--- src/rtl/timer_unit_pkg.sv ---
// timer_unit_pkg
//   Shared constants and types for the DMG timer block: the MMU-visible register
//   addresses, the FSM state encoding, the TAC clock-select encoding and the
//   divider tap helper.
package timer_unit_pkg;

    localparam logic [15:0] TIMER_DIV_addr  = 16'hFF04;
    localparam logic [15:0] TIMER_TIMA_addr = 16'hFF05;
    localparam logic [15:0] TIMER_TMA_addr  = 16'hFF06;
    localparam logic [15:0] TIMER_TAC_addr  = 16'hFF07;

    typedef enum logic [1:0] {
        TIMER_RUN,
        TIMER_OVF,
        TIMER_RELOAD
    } timer_state_t;

    typedef enum logic [1:0] {
        CLK_1024,
        CLK_16,
        CLK_64,
        CLK_256
    } timer_clk_sel_t;

    // Divider bit whose falling edge clocks TIMA for a given clock select.
    function automatic logic tap_bit(input logic [15:0] div, input timer_clk_sel_t sel);
        case (sel)
            CLK_16:  return div[3];
            CLK_64:  return div[5];
            CLK_256: return div[7];
            default: return div[9];
        endcase
    endfunction

endpackage

--- src/rtl/timer_unit.sv ---
// timer_unit
//   DMG timer: free-running 16-bit system divider plus the DIV/TIMA/TMA/TAC
//   registers at $FF04-$FF07. TIMA counts falling edges of a divider tap selected
//   by TAC; an overflow reloads TIMA from TMA and raises timer_req after a short
//   delay, during which a CPU write to TIMA cancels the reload.
// Ports
//   clk        T-cycle clock
//   reset      asynchronous, active-low reset
//   addr       CPU bus address
//   wdata      CPU write data
//   read_en    read strobe (MMU-qualified); only checked by an assertion
//   write_en   write strobe (MMU-qualified)
//   rdata      read data, combinational from addr
//   timer_req  one-cycle interrupt request to IF bit 2
//
// state        | meaning
// TIMER_RUN    | normal counting
// TIMER_OVF    | TIMA overflowed, reads 00, reload pending (cnt counts down)
// TIMER_RELOAD | single cycle: TIMA <= TMA, timer_req high
module timer_unit
    import timer_unit_pkg::*;
#(
    parameter int RELOAD_DELAY = 4
) (
    input  logic        clk,
    input  logic        reset,
    input  logic [15:0] addr,
    input  logic [7:0]  wdata,
    input  logic        read_en,
    input  logic        write_en,
    output logic [7:0]  rdata,
    output logic        timer_req
);

    localparam int CNT_W = (RELOAD_DELAY > 1) ? $clog2(RELOAD_DELAY) : 1;
    localparam logic [CNT_W-1:0] CNT_LAST = CNT_W'(RELOAD_DELAY - 1);

    logic [15:0]      div_cnt, div_nxt;
    logic [7:0]       tima, tima_nxt;
    logic [7:0]       tma, tma_nxt;
    logic [2:0]       tac, tac_nxt;
    logic             t_prev, t_in;
    logic             fall;
    logic [CNT_W-1:0] cnt, cnt_nxt;
    timer_state_t     state, state_nxt;

    logic div_wr, tima_wr, tma_wr, tac_wr;

    always_ff @(posedge clk or negedge reset) begin
        if (!reset) begin
            div_cnt <= '0;
            tima    <= '0;
            tma     <= '0;
            tac     <= '0;
            t_prev  <= 1'b0;
            cnt     <= '0;
            state   <= TIMER_RUN;
        end else begin
            div_cnt <= div_nxt;
            tima    <= tima_nxt;
            tma     <= tma_nxt;
            tac     <= tac_nxt;
            t_prev  <= t_in;
            cnt     <= cnt_nxt;
            state   <= state_nxt;
        end
    end

    always_comb begin
        div_wr  = write_en && (addr == TIMER_DIV_addr);
        tima_wr = write_en && (addr == TIMER_TIMA_addr);
        tma_wr  = write_en && (addr == TIMER_TMA_addr);
        tac_wr  = write_en && (addr == TIMER_TAC_addr);

        // A TAC write takes effect on the edge detector in the same cycle, so
        // disabling the timer or moving the tap off a high bit yields an edge.
        tac_nxt = tac_wr ? wdata[2:0] : tac;
        t_in    = tac_nxt[2] & tap_bit(div_cnt, timer_clk_sel_t'(tac_nxt[1:0]));
        // A DIV reset drops the tap to 0 next cycle, so that glitch is seen here too.
        fall    = t_prev & ~t_in;

        div_nxt   = div_wr ? 16'h0000 : div_cnt + 16'd1;
        tma_nxt   = tma_wr ? wdata : tma;
        tima_nxt  = tima;
        cnt_nxt   = cnt;
        state_nxt = state;
        timer_req = 1'b0;

        case (state)
            TIMER_RUN: begin
                if (tima_wr) begin
                    tima_nxt = wdata;
                end else if (fall) begin
                    if (tima == 8'hFF) begin
                        tima_nxt  = 8'h00;
                        cnt_nxt   = CNT_LAST;
                        state_nxt = TIMER_OVF;
                    end else begin
                        tima_nxt = tima + 8'd1;
                    end
                end
            end
            TIMER_OVF: begin
                if (tima_wr) begin
                    tima_nxt  = wdata;
                    state_nxt = TIMER_RUN;
                end else begin
                    if (fall) begin
                        tima_nxt = tima + 8'd1;
                    end
                    if (cnt == '0) begin
                        state_nxt = TIMER_RELOAD;
                    end else begin
                        cnt_nxt = cnt - 1'b1;
                    end
                end
            end
            TIMER_RELOAD: begin
                // TMA wins over a TIMA write; a TMA write lands in both.
                timer_req = 1'b1;
                tima_nxt  = tma_nxt;
                state_nxt = TIMER_RUN;
            end
            default: begin
                state_nxt = TIMER_RUN;
            end
        endcase

        case (addr)
            TIMER_DIV_addr:  rdata = div_cnt[15:8];
            TIMER_TIMA_addr: rdata = tima;
            TIMER_TMA_addr:  rdata = tma;
            TIMER_TAC_addr:  rdata = {5'b11111, tac};
            default:         rdata = 8'hFF;
        endcase
    end

    a_no_rw_overlap: assert property (@(posedge clk) disable iff (!reset)
        !(read_en && write_en));

endmodule

--- config.mk ---
export PLATFORM = sky130hd
export DESIGN_NAME = timer_unit
export DESIGN_NICKNAME = d
export VERILOG_FILES = /design/src/rtl/timer_unit_pkg.sv /design/src/rtl/timer_unit.sv
export SDC_FILE = /design/constraint.sdc
export NUM_CORES = 1
export LEC_CHECK = 0
export BUFFER_PORTS_ARGS = -buffer_cell sky130_fd_sc_hd__buf_4
export CORE_MARGIN = 2
export CORE_UTILIZATION = 61
export CTS_CLUSTER_DIAMETER = 100
export DETAILED_ROUTE_END_ITERATION = 16
export PLACE_DENSITY = 0.84
export SYNTH_ARGS = -nofsm -noshare
export SYNTH_HDL_FRONTEND = slang
export SYNTH_SLANG_ARGS = --single-unit
--- constraint.sdc ---
create_clock -name clk -period 4.7 [get_ports clk]
set_input_delay 0.47 -clock clk [delete_from_list [all_inputs] [get_ports clk]]
set_output_delay 0.47 -clock clk [all_outputs]
set_load 0.02 [all_outputs]
==> results.yml <==
placed_design:
  gp_congestion: 0.845
  place_area_um2: 2810
  io_buffer_count: 35
  place_ws_ps: 1140
  dp_hpwl_mm: 4.14
global_routing:
  grt_pass1_wl_mm: 8.91
  grt_pass1_vias: 1924
  grt_max_degree: 41
  grt-ovfl-total: 0
  antenna_found_initial: 0
  grt_usage: 0.260
route:
  wirelength_mm: 5.67
  vias_per_cell: 6.04
  avgRoutedWirePerCell_um: 16.9
  first_pass_iters: 4
  drc: 0
  ant_nets: 0
  num_vias: 2030
  drt_iter0_drc: 101
clocking:
  post-cts-setup-buffer-count: 0
  post_cts_resized: 0
  cts_root_buf: "clkbuf_8"
  htreeDepth: 2
  postCtsHoldBufs: 0
  clkTransAtPathRegs_ps: 80
  cts_buffers: 5
  cts.sinks: 40
  tritoncts: "done"
  clock_latency_ps: 290
  clock_path_buffers: 2
synthesis:
  synth_warnings: 0
  yosysSeqAreaShare: 0.398
  synth_nets: 285
  synth_flop_cell: "dfrtp_1"
  ys_ff_latch: 40
  syn_area_per_cell_um2: 10.0
  synthMostInstantiatedCell: "dfrtp_1"
  syn_inst: 251
  synthTopCellsByCount: "dfrtp_1 (40), nor2_1 (21), nand2_1 (18)"
  synth_top_area_cell: "dfrtp_1"
  synth_top_area_frac: 0.398
  ys_types: 49
  async_reset_ff_frac: 1.00
  synth_area_leaders: "dfrtp_1 (40%), mux2_2 (5.4%), mux2_4 (4.8%)"
  synth_edf_count: 0
  syn_area_um2: 2510
sta:
  relSlewSlack: 0.544
  min_period_ps: 3270
  skew_ps: 7.39
  tightestPinTransition_ps: 675
  report.final.slew_viol_count: 0
  fmax_mhz: 305
  finalCritPeriodShare: 0.697
  rsz0062_at_grt: "no"
  holdWs_ps: 146
  finalSetupViolations: 0
  finalSetupTns_ps: 0
  final_hold_viol_count: 0
  fin_ws_ps: 1430
power:
  power_density_nw_per_um2: 219
  total_power_w: 0.000633
  peakVddDrop_v: 0.000198
  power_leakage_nw: 1.31
worst_setup_path:
  crit_cells: 10
  crit_required_ps: 4880
  end_kind: "register"
  r2r_setup_slack_ps: 2290
  worstPathMaxFanout: 14
  crit_chain: "buf_4 > or4b_4 > nor4_4 > buf_4 > and2_4 > mux2_4 > a211oi_1 > or3_4 > o31a_1 > mux2_4"
  start_kind: "input pin"
  reg2reg_depth: 7
  crit_path_top_delay_cell: "or4b_4"
  timing.rr.start: "state[1]$_DFFE_PN0P_"
  cpLargestDelayFamily: "simple AND/OR/NAND/NOR gates"
  timing.rr.end: "tima[7]$_DFFE_PN0P_"
  max_stage_delay_ps: 530
  worst-path-buf-inv: 2
  criticalPathCategory: "input pin to register"
  arrival_ps: 3460
finish:
  area.growth.synth_to_final_pct: 15.0
  num_antenna_cells: 0
  nets: 320
  final_area_um2: 2890
  drive_gt1_frac: 0.255
status:
  status: "finished clean"
floorplan:
  row_count: 23
  die_x_um: 68.2
  core_area_um2: 3970
  fp.dieH_um: 68.2
  initial_core_util: 0.633
  ios: 37
  die-area_um2: 4650
hold_path:
  hp-class: "input pin to async pin"
flow_run:
  cap_violations: 0
placed cells by master (no fill, tap or decap), types with 2 or more instances in the layout:
cell and n:
ha_1 6, mux2_4 8, nor2_1 21, and4_1 2
nand3_1 14, nand2b_1 7, nand4_1 2, or3_1 2
mux2_2 12, xnor2_1 9, nor2b_1 6, a32oi_1 4
nand2_1 18, mux4_2 3, and3_1 8, nand4b_1 2
dfrtp_1 40, a211oi_1 3, o211ai_1 2, o22ai_1 6
o21ai_0 13, a21oi_1 3, nor3b_1 2, nor3_1 5
buf_4 37, clkbuf_8 5, xor2_1 10, mux2i_1 3
inv_1 10, o31a_1 3
report_power, final:
part | leakage, nW | internal [W] | switching [W]
logic | 0.743 | 0.0000268 | 0.0000266
registers | 0.524 | 0.000353 | 0.00000884
clock network | 0.0410 | 0.000101 | 0.000117
kinds of logic after synthesis:
logic type | share of synthesized area
compound gates | 0.118
xor+xnor | 0.0662
fa+ha+maj | 0.0299
buf+inv | 0.0314
flops | 0.398
mux | 0.140
simple gates | 0.216
area by class of cell:
type                            count  area [um2]
Multi-Input combinational cell    192        1430
Tap cell                           50        62.6
Inverter                           10        37.5
Sequential cell                    40        1000
Clock inverter                      1        5.00
Timing Repair Buffer               37         278
Fill cell                         306        1080
Clock buffer                        6        72.6
per-stage QoR:
| stage | instances | util |
|---|---|---|
| detailed placement | 329 | 0.708 |
| finish | 336 | 0.728 |
| floorplan | 251 | - |
| CTS | 336 | 0.728 |
| global route | 336 | 0.728 |
| global placement | 329 | 0.708 |
worst register-to-register path, cell delays in order (launching register included):
cell	delay, ps
dfrtp_1	490
inv_1	150
ha_1	460
nor2b_1	220
nor4b_1	590
a32oi_1	130
o21ai_0	140
mux2_4	180
worst max path at each step:
| stage | from | end | slack [ps] |
|---|---|---|---|
| after detailed placement | addr[3] | tima[7]$_DFFE_PN0P_ | 1140 |
| after floorplan | addr[3] | tima[1]$_DFFE_PN0P_ | 1560 |
| after global placement | addr[3] | tima[4]$_DFFE_PN0P_ | 1170 |
| after CTS | addr[3] | tima[7]$_DFFE_PN0P_ | 1440 |
| after global routing | addr[3] | tima[4]$_DFFE_PN0P_ | 1260 |
| final | addr[3] | tima[7]$_DFFE_PN0P_ | 1430 |
metal layers:
| metal | routed length [um] | track usage | share of wire |
|---|---|---|---|
| met5 | 0 | 0 | 0 |
| met4 | 52 | 0.0700 | 0.0092 |
| met3 | 141 | 0.0444 | 0.025 |
| met2 | 2890 | 0.455 | 0.51 |
| met1 | 2590 | 0.332 | 0.46 |
registers in the layout, summed over array words and instances (netlist names):
signal and count:
tima 8, tac 3, cnt 2, div_cnt 16, state 2, t_prev 1, tma 8
Note: power is estimated with default switching activity, not from simulation.
